## src/rtl/sm_accumulator_if.sv

```systemverilog
// Operand/result handshake bundle for sm_accumulator.
// master = stream producer/result consumer, slave = the accumulator.
interface sm_accumulator_if #(
    parameter int unsigned N = 32
);
    logic         in_valid;
    logic         in_ready;
    logic [N-1:0] in_data;
    logic         out_valid;
    logic         out_ready;
    logic [N-1:0] out_data;
    logic         out_zero;
    logic         out_neg;
    logic         out_ovf;

    modport master (
        output in_valid, in_data, out_ready,
        input  in_ready, out_valid, out_data, out_zero, out_neg, out_ovf
    );

    modport slave (
        input  in_valid, in_data, out_ready,
        output in_ready, out_valid, out_data, out_zero, out_neg, out_ovf
    );
endinterface

```

## src/rtl/sm_accumulator.sv

```systemverilog
// Sums a fixed-length stream of LEN 16-bit sign-magnitude operands and presents
// the result with zero/neg/sticky-overflow flags over a valid/ready handshake.
module sm_accumulator #(
    parameter int unsigned N   = 32,
    parameter int unsigned LEN = 8
) (
    input  logic            clk,
    input  logic            rst,
    input  logic            start,
    output logic            busy,
    sm_accumulator_if.slave bus
);
    localparam int unsigned CntW = $clog2(LEN + 1);

    localparam logic [1:0] StIdle = 2'd0;
    localparam logic [1:0] StAcc  = 2'd1;
    localparam logic [1:0] StDone = 2'd2;

    logic [1:0]      state_q, state_d;
    logic [15:0]     acc_q, acc_d;
    logic [CntW-1:0] count_q, count_d;
    logic            ovf_q, ovf_d;
    logic            accept, done;
    logic [16:0]     add_res;
    logic            unused_in_hi;

    // Returns {carry_out_of_bit14, sign, magnitude}; -0 in or out is normalised to +0.
    function automatic logic [16:0] smadd(input logic [15:0] a, input logic [15:0] b);
        logic [14:0] ma, mb, m;
        logic        sa, sb, s, c;
        logic [15:0] sum;
        ma  = a[14:0];
        mb  = b[14:0];
        sa  = a[15] & (ma != 15'd0);
        sb  = b[15] & (mb != 15'd0);
        sum = {1'b0, ma} + {1'b0, mb};
        c   = 1'b0;
        if (sa == sb) begin
            m = sum[14:0];
            s = sa;
            c = sum[15];
        end else if (ma > mb) begin
            m = ma - mb;
            s = sa;
        end else begin
            m = mb - ma;
            s = sb;
        end
        if (m == 15'd0) s = 1'b0;
        return {c, s, m};
    endfunction

    assign accept       = bus.in_valid & bus.in_ready;
    assign add_res      = smadd(acc_q, bus.in_data[15:0]);
    assign unused_in_hi = ^bus.in_data[N-1:16];

    always_comb begin
        state_d = state_q;
        acc_d   = acc_q;
        count_d = count_q;
        ovf_d   = ovf_q;
        case (state_q)
            StIdle: begin
                if (start) begin
                    acc_d   = 16'd0;
                    count_d = '0;
                    ovf_d   = 1'b0;
                    state_d = StAcc;
                end
            end
            StAcc: begin
                if (accept) begin
                    acc_d   = add_res[15:0];
                    ovf_d   = ovf_q | add_res[16];
                    count_d = count_q + 1'b1;
                    if (count_q == CntW'(LEN - 1)) state_d = StDone;
                end
            end
            StDone: begin
                if (bus.out_ready) state_d = StIdle;
            end
            default: state_d = StIdle;
        endcase
    end

    always_ff @(posedge clk or negedge rst) begin
        if (!rst) begin
            state_q <= StIdle;
            acc_q   <= 16'd0;
            count_q <= '0;
            ovf_q   <= 1'b0;
        end else begin
            state_q <= state_d;
            acc_q   <= acc_d;
            count_q <= count_d;
            ovf_q   <= ovf_d;
        end
    end

    // Result fields are masked to zero outside DONE.
    assign done          = (state_q == StDone);
    assign busy          = (state_q != StIdle);
    assign bus.in_ready  = (state_q == StAcc);
    assign bus.out_valid = done;
    assign bus.out_data  = done ? {{(N - 16){1'b0}}, acc_q} : '0;
    assign bus.out_zero  = done & (acc_q[14:0] == 15'd0);
    assign bus.out_neg   = done & acc_q[15];
    assign bus.out_ovf   = done & ovf_q;
endmodule

```

## src/flat_wrapper.sv

```systemverilog
// flat-port wrapper written by rule: the top's interface ports become plain ports
module sm_accumulator_flat 
#(
    parameter int unsigned N   = 32,
    parameter int unsigned LEN = 8
)
  (clk, rst, start, busy, bus_in_valid, bus_in_data, bus_out_ready, bus_in_ready, bus_out_valid, bus_out_data, bus_out_zero, bus_out_neg, bus_out_ovf);
  sm_accumulator_if #(.N(N)) bus_i ();
  input  logic clk;
  input  logic rst;
  input  logic start;
  output logic busy;
  input wire logic [$bits(bus_i.in_valid)-1:0] bus_in_valid;
  input wire logic [$bits(bus_i.in_data)-1:0] bus_in_data;
  input wire logic [$bits(bus_i.out_ready)-1:0] bus_out_ready;
  output wire logic [$bits(bus_i.in_ready)-1:0] bus_in_ready;
  output wire logic [$bits(bus_i.out_valid)-1:0] bus_out_valid;
  output wire logic [$bits(bus_i.out_data)-1:0] bus_out_data;
  output wire logic [$bits(bus_i.out_zero)-1:0] bus_out_zero;
  output wire logic [$bits(bus_i.out_neg)-1:0] bus_out_neg;
  output wire logic [$bits(bus_i.out_ovf)-1:0] bus_out_ovf;
  assign bus_i.in_valid = bus_in_valid;
  assign bus_i.in_data = bus_in_data;
  assign bus_i.out_ready = bus_out_ready;
  assign bus_in_ready = bus_i.in_ready;
  assign bus_out_valid = bus_i.out_valid;
  assign bus_out_data = bus_i.out_data;
  assign bus_out_zero = bus_i.out_zero;
  assign bus_out_neg = bus_i.out_neg;
  assign bus_out_ovf = bus_i.out_ovf;
  sm_accumulator #(.N(N), .LEN(LEN)) u_core (.clk(clk), .rst(rst), .start(start), .busy(busy), .bus(bus_i));
endmodule
```

## config.mk

```make
export PLATFORM = sky130hd
export DESIGN_NAME = sm_accumulator_flat
export DESIGN_NICKNAME = d
export VERILOG_FILES = /design/src/rtl/sm_accumulator_if.sv /design/src/rtl/sm_accumulator.sv /design/src/flat_wrapper.sv
export SDC_FILE = /design/constraint.sdc
export NUM_CORES = 1
export LEC_CHECK = 0
export ABC_CLOCK_PERIOD_IN_PS = 3000
export CAP_MARGIN = 30
export CORE_ASPECT_RATIO = 1.25
export CORE_UTILIZATION = 35
export CTS_CLUSTER_DIAMETER = 80
export DETAILED_ROUTE_END_ITERATION = 12
export HOLD_SLACK_MARGIN = 0.15
export MAX_ROUTING_LAYER = met4
export PLACE_DENSITY = 0.7
export SYNTH_ARGS = -nofsm -noshare
export SYNTH_HDL_FRONTEND = slang
export SYNTH_SLANG_ARGS = --single-unit
```

## constraint.sdc

```tcl
create_clock -name clk -period 3 [get_ports clk]
set_input_delay 0.6 -clock clk [delete_from_list [all_inputs] [get_ports clk]]
set_output_delay 0.6 -clock clk [all_outputs]
set_load 0.005 [all_outputs]
```

== Word level (Yosys, flattened, before mapping) ==
Index checks and enable logic that the tools add are counted.

* Flip-flop bits (word level): 23
* Input bits: 37
* Output and inout port bits: 38
* Word-level logic and storage cells: 54

* Add/sub/neg operators: 4
* Magnitude comparators: 1
* Eq/ne operators: 8
* Mux-type cells: 21
* Bitwise logic cells: 7
* Reductions and logical operators: 9

{| class="wikitable"
|+ Operator list
! kind !! count
|-
| two-way mux 16 bit || 3
|-
| one-hot mux 16 bit (2 select lines) || 1
|-
| zero test 15 bit || 2
|-
| two-way mux 15 bit || 2
|-
| nonzero test 15 bit || 2
|-
| subtractor 15 bit || 2
|-
| adder 15 x 15 -> 16 bit || 1
|-
| greater-than comparator 15 bit || 1
|-
| two-way mux 2 bit || 4
|-
| two-way mux 4 bit || 2
|-
| != test 2 bit, second input constant || 4
|-
| one-hot mux 4 bit (2 select lines) || 1
|-
| bitwise AND 1 bit || 6
|-
| two-way mux 1 bit || 6
|-
| one-hot mux 2 bit (3 select lines) || 1
|-
| adder 4 x 1 -> 4 bit, second input constant || 1
|-
| equality test 4 x 3 -> 1 bit, second input constant || 1
|-
| AND reduction 4 bit || 1
|-
| nonzero test 2 bit || 2
|-
| AND reduction 3 bit || 1
|-
| equality test 2 x 1 -> 1 bit, second input constant || 1
|-
| equality test 2 bit, second input constant || 1
|-
| zero test 2 bit || 1
|-
| one-hot mux 1 bit (2 select lines) || 1
|-
| 2 further kinds || 2
|}

== Depth between registers and ports, before layout ==
Gate-level depths: netlist (run 1).

* Depth in word-level cells: 8
* Mapped depth: 14
* Mapped depth without buffers: 14

== Worst setup path after synthesis (run 1) ==
No wires, ideal clock.

* Kind: input to register
* From: input port bus_in_data[0]
* To: register u_core.acc_q[15]
* Arrival time: 3.067 ns
* Required time: 2.870 ns
* Setup slack: -0.197 ns
* Stages on the path: 14
* Path buffers: 0
* Cells stage by stage: inv_1 -> ha_1 -> inv_1 -> fa_1 -> a211o_1 -> a2111oi_2 -> o31a_1 -> o21bai_1 -> a2111oi_0 -> o21bai_1 -> mux2i_1 -> xnor2_1 -> nor3_1 -> a31oi_1

* Cells in the longest elaborated chain, start to end: 8
* Elaborated cells on any way between the ends: 15
* Classes of those cells: add/sub: 3; order compare: 1; eq/ne: 1; mux: 7; bitwise: 1; reduce/logical: 2

{| class="wikitable"
|+ RTL lines
! what !! RTL line !! RTL
|-
| from (decl) || flat_wrapper.sv:14 || <nowiki>input wire logic [$bits(bus_i.in_data)-1:0] bus_in_data;</nowiki>
|-
| branches (longest 5 deep; another with subtractor 15 bit) || -- ||
|-
| two-way mux 1 bit * || sm_accumulator.sv:49 || <nowiki>if (m == 15'd0) s = 1'b0;</nowiki>
|-
| two-way mux 16 bit * || sm_accumulator.sv:72 || <nowiki>if (accept) begin</nowiki>
|-
| one-hot mux 16 bit (2 select lines) * || sm_accumulator.sv:62 || <nowiki>case (state_q)</nowiki>
|-
| to (signal assigned) || sm_accumulator.sv:89 || <nowiki>acc_q <= 16'd0;</nowiki>
|-
| to (signal assigned) || sm_accumulator.sv:94 || <nowiki>acc_q <= acc_d;</nowiki>
|-
| to (decl) || sm_accumulator.sv:20 || <nowiki>logic [15:0] acc_q, acc_d;</nowiki>
|}

Every way passes the cells marked *. The select of a mux whose other input is x is not followed.
A chain may end at the register's enable or synchronous reset.

== Final worst setup path (run 1) ==
Same ends and word-level chain as after synthesis.

==> flow_summary.toml, run 1 <==
[run_status]
outcome = "finished with violations"
failed_checks = "negative setup slack"

[yosys]
ys_seq_elements = 23
syn_avg_cell_area_um2 = 7.692
ys_seq_area_share_pct = 16.27
syn-instance-count = 460
synthDominantCellAreaShare_pct = 17.68
synth-edff-count = 0
yosysTopAreaCell = "ha_1"
synth_top_cells_by_area = "ha_1 (18%), dfrtp_1 (16%), inv_1 (5.0%), buf_4 (4.5%), nor2_1 (4.5%)"
ys_warn_count = 0
ys_types = 71
netlist_area_um2 = 3538
yosys_most_used_dff = "dfrtp_1"
async_flop_share_pct = 100.0

[layout]
layout.nets = 727
fillerInstances = 873
finalInstanceArea_um2 = 5645
final_util_pct = 58.14
area_delta_synth_final_pct = 59.55
fin_cells = 762
layout-drive-gt1-share_pct = 40.25
diodes = 0

[critical_path]
r2r_cells = 13
worst_ep_arrival_time_ns = 3.35
crit_type = "input pin to flip-flop"
r2r_slack_ns = -0.19
path_max_fanout = 10
cp_slowest_cell = "xnor2_1"
worstSetupEndpointType = "flip-flop"
slowest_delay_ns = 0.32
worst_setup_path_start_kind = "input pin"
cp_cell_sequence = "buf_8, buf_4, buf_4, nor4_1, a41oi_1, xnor2_1, buf_4, nor2_1, o211ai_1, nand4_1, a211oi_2, nand4_1, nor4_2, a31oi_1"
cp_data_required_time_ns = 3.14
crit_top_cell = "buf_4"

[cts]
clockBufferDepth = 2
numCtsBuffers = 3
htreeDepth = 1
cts_tree = "done"
insertion_delay_ns = 0.26
cts-root-buf = "clkbuf_16"
cts.sink_count = 23
clkSlewWorstSetupHoldPaths_ns = 0.06

[routing]
vias = 4194
drc = 0
avgRoutedWirePerCell_um = 17.94
via_per_inst = 5.504
drtIter0Drc = 254
ant_nets = 0
drt_first_pass_iters = 5
wl_um = 13670

[placement]
place_inst = 732
post-dp-hpwl_um = 10510
dpl_cell_area_um2 = 4911
pre_cts_ws_ns = -1.076
io_buffers = 42
place.gp.congestion = 0.9762

[floorplan]
ios = 75
start_util_pct = 36.44
dieArea_um2 = 10520
fp.dieW_um = 91.93
std_cell_rows = 40
coreArea_um2 = 9709
dieHeight_um = 114.4

[grt]
grt_max_degree = 24
antenna_found_initial = 0
overflow = 0
grt_usage_pct = 26.75
grt_pass1_wl_um = 21360
grt_pass1_vias = 4101

[power_and_ir_drop]
cellLeakagePower_nw = 2.665
vdd_drop_max_uv = 465.6
powerDensity_nw_per_um2 = 1056
finalPower_mw = 5.960

[sta]
setup_slack_ns = -0.2148
fin_crit_ns = 3.215
drv_slew = 0
fin_worst_skew_ns = 0.005870
fin_crit_sh_pct = 107.2
slew_headroom_pct = 66.02
rsz0062_at_grt = "yes"
worstMarginPinSlew_ns = 0.5062
finalSetupViolCount = 4
clock.fmax_mhz = 311.1
finalHoldViolCount = 0

[flow_run]
maxCapViolCount = 0

[min_path]
hold_path_class = "flip-flop to flip-flop"
hold_path_depth = 2
state kept, by name, summed over array words and instances (netlist names):
register        cells
u_core.acc_q       16
u_core.count_q      4
u_core.state_q      2
u_core.ovf_q        1
logic make-up after synthesis:
kind of cell / after synthesis / share of synthesized area, %
buffers and inverters: 83 / 11.39
AND/OR/NAND/NOR: 148 / 21.32
adder cells (fa/ha/maj): 53 / 19.38
flip-flops: 23 / 16.27
XOR/XNOR: 12 / 2.970
other: 1 / 0.1060
multiplexers: 6 / 1.697
AO/OA/AOI/OAI: 134 / 26.88
final timing paths:
path,start,to
min reg2reg,u_core.ovf_q,u_core.ovf_q
max in group asynchronous,rst,u_core.acc_q[1]
min,u_core.ovf_q,u_core.ovf_q
min in group asynchronous,rst,u_core.ovf_q
max,bus_in_data[0],u_core.acc_q[15]
max reg2reg,u_core.acc_q[1],u_core.acc_q[14]
through the flow:
step           hold slack (ns)  TNS, ns
2_1_floorplan           0.3044  -0.1023
3_3_place_gp            0.4905   -10.34
3_5_place_dp            0.5031   -10.84
4_1_cts                 0.5179  -0.6893
5_1_grt                 0.5446  -0.8868
6_report                0.5256  -0.5195
area by class of cell:
class	count	area [um^2]	share of cell area [%]
Timing Repair Buffer	192	1549	27.44
Sequential cell	23	578.1	10.24
Inverter	48	182.7	3.236
Multi-Input combinational cell	369	3098	54.88
Tap cell	126	157.7	2.793
Clock inverter	1	5.005	0.08865
Clock buffer	3	75.07	1.330
cells in the final DEF, fill, tap and decap left out, drive strengths merged, types with 6 or more instances in the layout:
cell / netlist / final
nand4: 9 / 9
ha: 50 / 50
dfrtp: 23 / 23
buf: 27 / 165
o211ai: 7 / 7
nand2: 30 / 30
nand3: 13 / 13
nor2: 42 / 42
nor4: 8 / 8
a21oi: 26 / 26
and3: 6 / 6
conb: 1 / 16
a31oi: 6 / 6
xnor2: 7 / 7
clkdlybuf4s50: 0 / 27
nand2b: 7 / 7
nor3: 13 / 13
a21o: 12 / 12
a22o: 8 / 8
inv: 48 / 48
o21ai: 31 / 31
mux2i: 6 / 6
timing repair:
item                       CTS  global route
gates cloned                 0             0
hold buffers                 0             0
pin swaps                   50            34
setup endpoints to repair   16             8
setup buffers               16            10
gates resized for setup    131            34
critical path, delay by kind of cell:
| family | cells | cell delay [ns] |
|---|---|---|
| simple gates | 5 | 0.99 |
| buf+inv | 4 | 0.61 |
| compound gates | 4 | 0.82 |
| xor+xnor | 1 | 0.32 |
cells in the mapped netlist (2+ instances only):
| library cell | instances |
|---|---|
| and2_1 | 3 |
| o31ai_1 | 4 |
| xor2_1 | 5 |
| and3_1 | 5 |
| o211ai_1 | 6 |
| o21ai_0 | 29 |
| nor3_1 | 13 |
| nor2_1 | 42 |
| o21ai_1 | 2 |
| nor3b_1 | 2 |
| a31oi_1 | 6 |
| a2111oi_0 | 3 |
| a21oi_1 | 25 |
| nand4_1 | 8 |
| a211o_1 | 2 |
| a21o_1 | 12 |
| o41ai_1 | 2 |
| a2111oi_2 | 2 |
| o21a_1 | 2 |
| a41o_1 | 2 |
| a41oi_1 | 3 |
| clkbuf_1 | 8 |
| inv_1 | 47 |
| fa_1 | 3 |
| nand3_1 | 13 |
| a311o_1 | 2 |
| or3_1 | 4 |
| o21bai_1 | 4 |
| buf_4 | 21 |
| o2111a_1 | 2 |
| buf_2 | 4 |
| dfrtp_1 | 23 |
| o22a_1 | 2 |
| ha_1 | 50 |
| nor4_1 | 7 |
| and4_1 | 2 |
| nand2b_1 | 7 |
| mux2i_1 | 6 |
| xnor2_1 | 7 |
| nor2b_1 | 4 |
| a22o_1 | 8 |
| nand2_1 | 29 |
power breakdown:
| part | internal (mW) | switching (mW) | total (mW) |
|---|---|---|---|
| clock network | 0.179 | 0.111 | 0.290 |
| logic | 2.43 | 2.59 | 5.02 |
| registers | 0.465 | 0.180 | 0.645 |
metal layers:
metal | part of all wire, % | global-route usage (%) | vias up | wire [um]
met4 | 3.1 | 7.292 | 0 | 421
li1 | - | - | 1973 | -
met5 | 0 | - | - | 0
met2 | 50 | 46.87 | 165 | 6851
met3 | 4.6 | 2.523 | 34 | 634
met1 | 42 | 32.76 | 2022 | 5765
Power figures use the tool's default switching activity.
==> run 2, diff against run 1 <==
--- a/config.mk
+++ b/config.mk
@@ -5,7 +5,7 @@
 export SDC_FILE = /design/constraint.sdc
 export NUM_CORES = 1
 export LEC_CHECK = 0
-export ABC_CLOCK_PERIOD_IN_PS = 3000
+export ABC_AREA = 1
 export CAP_MARGIN = 30
 export CORE_ASPECT_RATIO = 1.25
 export CORE_UTILIZATION = 35
@@ -13,7 +13,7 @@
 export DETAILED_ROUTE_END_ITERATION = 12
 export HOLD_SLACK_MARGIN = 0.15
 export MAX_ROUTING_LAYER = met4
-export PLACE_DENSITY = 0.7
+export PLACE_DENSITY = 0.68
 export SYNTH_ARGS = -nofsm -noshare
 export SYNTH_HDL_FRONTEND = slang
 export SYNTH_SLANG_ARGS = --single-unit
==> run 2 against run 1 <==
  * The flow now finishes without violations
  * Global-route usage down 2.9 points
  * Critical path depth increased by 5
  * Sequential power decreased by 11%
  * Flip-flop and latch count stayed put
  * Worst hold slack worse by 0.017 ns
  * Register-to-register slack better by 0.62 ns
  * Wire length is 7.7% higher
  * Power fell by 8.9%
  * Critical path type unchanged
==> flow_summary.toml, run 2 <==
[sta]
setup_slack_ns = 0.07938
finalSetupViolCount = 0
finalHoldViolCount = 0
tns_ns = 0
clock.fmax_mhz = 342.4
drv_slew = 0
slew_headroom_pct = 60.01
holdWs_ns = 0.5088
fin_crit_sh_pct = 97.35
fin_crit_ns = 2.921
fin_worst_skew_ns = 0.002586
worstMarginPinSlew_ns = 0.5976

[yosys]
async_flop_share_pct = 100.0
netlist_area_um2 = 4313
syn-instance-count = 740
yosys_most_used_dff = "dfrtp_1"
synthDominantCellAreaShare_pct = 21.06
ys_types = 36
ys_seq_elements = 23
yosysTopAreaCell = "nand2_1"
syn_avg_cell_area_um2 = 5.828
synth_most_common_cell = "nand2_1"
ys_seq_area_share_pct = 13.34
ys_warn_count = 0
synth_top_cells_by_area = "nand2_1 (21%), ha_1 (15%), dfrtp_1 (13%), inv_1 (9.0%), nand3_1 (8.5%)"
yosys-top-cells-count = "nand2_1 (242), inv_1 (103), nor2_1 (74)"
synth-edff-count = 0

[critical_path]
slowest_delay_ns = 0.49
r2r-start = "u_core.acc_q[0]"
cp_cell_sequence = "clkdlybuf4s50_1, inv_1, ha_4, buf_6, nand2_4, inv_2, nand2_2, nor3_4, nand2_4, nand2_8, nand2_8, nand2_1, nand3_1, nand2_1, nand2_1, nor2_2, nand3_1, o21bai_1, nand2_1"
worst_setup_path_start_kind = "input pin"
crit_top_cell = "nand2_1"
r2r_cells = 17
r2r_slack_ns = 0.43
worst_ep_arrival_time_ns = 3.07
r2r-end = "u_core.acc_q[15]"
setup.worst_path.start = "bus_in_data[8]"
crit_type = "input pin to flip-flop"
cp_slowest_cell = "clkdlybuf4s50_1"
crit_path_end = "u_core.acc_q[15]"
path_max_fanout = 7
cp_data_required_time_ns = 3.15
worstSetupEndpointType = "flip-flop"

[layout]
fin_cells = 1067
layout_common_cells = "nand2_1 (222), buf_4 (135), inv_1 (98)"
diodes = 0
final_util_pct = 53.00
largest_reg_flops = 16
area_delta_synth_final_pct = 45.46
layout-drive-gt1-share_pct = 26.71
final_common_cell = "nand2_1"
top_regs = "u_core.acc_q x16, u_core.count_q x4, u_core.state_q x2"
finalInstanceArea_um2 = 6274
layout.nets = 997
regMostFlops = "u_core.acc_q"

[floorplan]
start_util_pct = 36.44
dieArea_um2 = 12770
fp.dieW_um = 101.3
coreArea_um2 = 11840
ios = 75
std_cell_rows = 44
dieHeight_um = 126.1

[cts]
clockBufferDepth = 2
clkSlewWorstSetupHoldPaths_ns = 0.06
htreeDepth = 1
cts_tree = "done"
numCtsBuffers = 3
cts.sink_count = 23
insertion_delay_ns = 0.26
cts-root-buf = "clkbuf_16"

[power_and_ir_drop]
vdd_drop_max_uv = 741.0
cellLeakagePower_nw = 3.416
finalPower_mw = 5.429
powerDensity_nw_per_um2 = 865.3

[placement]
place_inst = 1055
place.gp.congestion = 0.9532
post-dp-hpwl_um = 12110
dpl_cell_area_um2 = 5762
io_buffers = 42
pre_cts_ws_ns = -0.3092

[grt]
overflow = 0
antenna_found_initial = 0
grt_max_degree = 24
grt_pass1_wl_um = 23060
grt_usage_pct = 23.84
grt_pass1_vias = 4957

[routing]
ant_nets = 0
avgRoutedWirePerCell_um = 13.80
drc = 0
drtIter0Drc = 369
drt_first_pass_iters = 7
via_per_inst = 4.838
wl_um = 14730
vias = 5162

[min_path]
hold_path_class = "flip-flop to flip-flop"
hold_path_depth = 2

[run_status]
outcome = "finished clean"

[flow_run]
maxCapViolCount = 0
-- run 2: cell count changes after synthesis, sizes merged, moves of 12 or more --
cell and change:
o21ai -19, nor2 +37, nand3 +61, inv +61, a21oi +12, nand2 +224
-- run 2: worst min-delay path by stage --
stage / startpoint / to / slack [ns]
global route: u_core.count_q[1] / u_core.count_q[1] / 0.54
CTS: u_core.count_q[1] / u_core.count_q[1] / 0.51
detailed placement: u_core.count_q[1] / u_core.count_q[1] / 0.49
finish: u_core.count_q[1] / u_core.count_q[1] / 0.51
global placement: u_core.count_q[1] / u_core.count_q[1] / 0.50
floorplan: rst / u_core.acc_q[0] / 0.30
-- run 2: layout make-up --
class | count | area, um^2
sequential | 23 | 575.6
clock buffer | 3 | 75.07
fill | 1153 | 5563
multi-input combinational | 586 | 3486
timing repair buffer | 182 | 1513
clock inverter | 1 | 5.005
tap | 161 | 201.4
inverter | 111 | 417.9
-- run 2: logic make-up (layout without fill, tap and decap cells) --
family | count (synthesis) | in the layout | share of synthesized area, %
AO/OA/AOI/OAI | 70 | 70 | 9.139
XOR/XNOR | 15 | 15 | 3.046
adder cells (fa/ha/maj) | 53 | 53 | 15.90
buffers and inverters | 147 | 297 | 15.55
flip-flops | 23 | 23 | 13.34
other | 1 | 16 | 0.08695
AND/OR/NAND/NOR | 431 | 432 | 42.94
-- run 2: repair_timing --
item                       in CTS  in global routing
setup endpoints to repair       1                  8
pin swaps                       0                 18
hold buffers                    0                  0
cloned                          0                  1
setup buffers                   0                  7
resized for setup               7                 81
-- run 2: worst max-delay path, delay by kind of cell --
| kind | cells | cell delay [ns] |
|---|---|---|
| AO/OA/AOI/OAI | 1 | 0.15 |
| adder cells (fa/ha/maj) | 1 | 0.27 |
| buffers and inverters | 4 | 0.77 |
| AND/OR/NAND/NOR | 13 | 1.26 |
-- run 2: power breakdown --
part	switching [mW]	internal (mW)
clock network	0.119	0.180
registers	0.141	0.430
logic	2.54	2.02
-- run 2: metal layers --
| metal | share of wire (%) | up-vias | global-route usage (%) |
|---|---|---|---|
| li1 | - | 2622 | - |
| met1 | 42 | 2373 | 28.04 |
| met2 | 50 | 130 | 42.26 |
| met3 | 3.0 | 37 | 0.9434 |
| met4 | 4.4 | 0 | 9.292 |
| met5 | 0 | - | - |
==> run 3, diff against run 2 <==
--- a/config.mk
+++ b/config.mk
@@ -13,7 +13,7 @@
 export DETAILED_ROUTE_END_ITERATION = 12
 export HOLD_SLACK_MARGIN = 0.15
 export MAX_ROUTING_LAYER = met4
-export PLACE_DENSITY = 0.68
+export PLACE_DENSITY = 0.66
 export SYNTH_ARGS = -nofsm -noshare
 export SYNTH_HDL_FRONTEND = slang
 export SYNTH_SLANG_ARGS = --single-unit
==> constraint.sdc (replaced) <==
create_clock -name clk -period 3.11 [get_ports clk]
set_input_delay 0.622 -clock clk [delete_from_list [all_inputs] [get_ports clk]]
set_output_delay 0.622 -clock clk [all_outputs]
set_load 0.005 [all_outputs]
==> run 3 against run 2 <==
  * Critical path depth is the same
  * Sequential power shrank 2%
  * Largest power group unchanged
  * Combinational power shrank 7.5%
  * Flip-flop and latch count is the same
  * Non-clock buffer count shrank 9
  * Clock-buffer cell count is the same
  * Register-to-register slack is essentially flat
==> flow_summary.toml, run 3 (synthesis gave the netlist of run 2 again) <==
[run_status]
outcome = "finished clean"

[layout]
diodes = 0
area_delta_synth_final_pct = 41.49
largest_reg_flops = 16
layout_common_cells = "nand2_1 (228), buf_4 (127), inv_1 (98)"
top_regs = "u_core.acc_q x16, u_core.count_q x4, u_core.state_q x2"
final_common_cell = "nand2_1"
layout-drive-gt1-share_pct = 23.88
fin_cells = 1057
regMostFlops = "u_core.acc_q"
finalInstanceArea_um2 = 6102
fillerInstances = 1192
layout.nets = 987

[critical_path]
crit_type = "input pin to flip-flop"
cp_data_required_time_ns = 3.26
r2r_cells = 17
worst_setup_path_start_kind = "input pin"
crit_path_end = "u_core.acc_q[15]"
r2r-start = "u_core.acc_q[0]"
worst_ep_arrival_time_ns = 3.12
setup.worst_path.start = "bus_in_data[5]"
worstSetupEndpointType = "flip-flop"
r2r_slack_ns = 0.43
path_max_fanout = 6
r2r-end = "u_core.acc_q[15]"

[sta]
tns_ns = 0
clock.fmax_mhz = 336.7
fin_crit_sh_pct = 95.51
finalHoldViolCount = 0
fin_crit_ns = 2.970
finalSetupViolCount = 0
fin_worst_skew_ns = 0.003631
drv_slew = 0

[grt]
grt_pass1_vias = 4918
grt_pass1_wl_um = 22870
antenna_found_initial = 0
overflow = 0
grt_usage_pct = 23.80
grt_max_degree = 24

[floorplan]
fp.dieW_um = 101.3
dieHeight_um = 126.1
start_util_pct = 36.44
dieArea_um2 = 12770
ios = 75
std_cell_rows = 44
coreArea_um2 = 11840

[cts]
hold_buffers = 0
clkSlewWorstSetupHoldPaths_ns = 0.06
clockBufferDepth = 2
insertion_delay_ns = 0.27
htreeDepth = 1
cts-root-buf = "clkbuf_16"
numCtsBuffers = 3
cts.sink_count = 23
cts_tree = "done"

[routing]
wl_um = 14410
drc = 0
via_per_inst = 4.853
ant_nets = 0
drtIter0Drc = 300
drt_first_pass_iters = 4
vias = 5130
avgRoutedWirePerCell_um = 13.63

[power_and_ir_drop]
vdd_drop_max_uv = 559.6
powerDensity_nw_per_um2 = 830.7
cellLeakagePower_nw = 3.345

[placement]
io_buffers = 42
dpl_cell_area_um2 = 5724
post-dp-hpwl_um = 12190
place_inst = 1050
place.gp.congestion = 1.004

[min_path]
hold_path_depth = 2
hold_path_class = "flip-flop to flip-flop"

[flow_run]
maxCapViolCount = 0
-- run 3: cell types whose count changed in the layout (fill, tap and decap cells not counted), moves of 2 or more --
cell     change
nand2_1      +6
buf_4        -8
a21oi_1      +6
nand2_8      -2
nor2_2       -4
nor2_1       +4
nand3_1      +2
nand2_2      -5
a21oi_2      -5
-- run 3: routing by layer --
| metal | up-vias | GRT usage [%] | share of wire [%] |
|---|---|---|---|
| li1 | 2590 | - | - |
| met1 | 2364 | 27.50 | 43 |
| met2 | 136 | 41.66 | 50 |
| met5 | - | - | 0 |
| met3 | 40 | 1.387 | 3.2 |
| met4 | 0 | 10.91 | 4.2 |
-- run 3: power by group --
part / total [mW] / switching [mW] / internal, mW
clock: 0.290 / 0.116 / 0.174
combinational: 4.22 / 2.35 / 1.87
sequential: 0.559 / 0.144 / 0.415
-- run 3: worst min path at each step --
stage	slack (ns)	startpoint	end
2_1_floorplan	0.33	rst	u_core.acc_q[0]
3_5_place_dp	0.50	u_core.count_q[1]	u_core.count_q[1]
3_3_place_gp	0.49	u_core.count_q[1]	u_core.count_q[1]
5_1_grt	0.54	u_core.count_q[1]	u_core.count_q[1]
4_1_cts	0.51	u_core.count_q[1]	u_core.count_q[1]
6_report	0.51	u_core.count_q[1]	u_core.count_q[1]
-- run 3: critical path, stage by stage --
cell and delay, ns:
clkdlybuf4s50_1 0.48, inv_1 0.09, buf_4 0.15, ha_1 0.19, nand2_1 0.06, nand2_1 0.09
a21oi_2 0.15, nand2_2 0.09, nand2_2 0.10, nand2_4 0.10, buf_4 0.16, nand3_1 0.06
nand3_1 0.12, nand2_2 0.11, nand3_2 0.12, nor2_1 0.12, nand2_1 0.07, o21bai_1 0.14
nand2_1 0.08
-- run 3: final cells by class --
cell class / instances / area [um^2] / share of cell area [%]
clock buffer: 3 / 75.07 / 1.230
tap: 161 / 201.4 / 3.301
inverter: 111 / 417.9 / 6.848
timing repair buffer: 173 / 1444 / 23.66
clock inverter: 1 / 5.005 / 0.08202
sequential: 23 / 575.6 / 9.432
multi-input combinational: 585 / 3383 / 55.44
-- run 3: what timing repair did --
item,CTS,global route
setup buffers,0,3
setup endpoints to repair,1,8
gates resized for setup,2,61
pin swaps,0,13
cloned,0,0
-- run 3: per-stage QoR --
stage | power, mW | worst slack [ns] | hold slack [ns] | utilization, %
final | 5.069 | 0.1396 | 0.5091 | 51.55
after global routing | 5.540 | -0.01086 | 0.5423 | 51.55
after CTS | 4.768 | 0.01067 | 0.5131 | 49.08
after detailed placement | 4.449 | -0.2734 | 0.4985 | 48.36
after global placement | 4.418 | -0.2218 | 0.4864 | 48.36
after floorplan | 2.822 | 0.6833 | 0.3264 | -
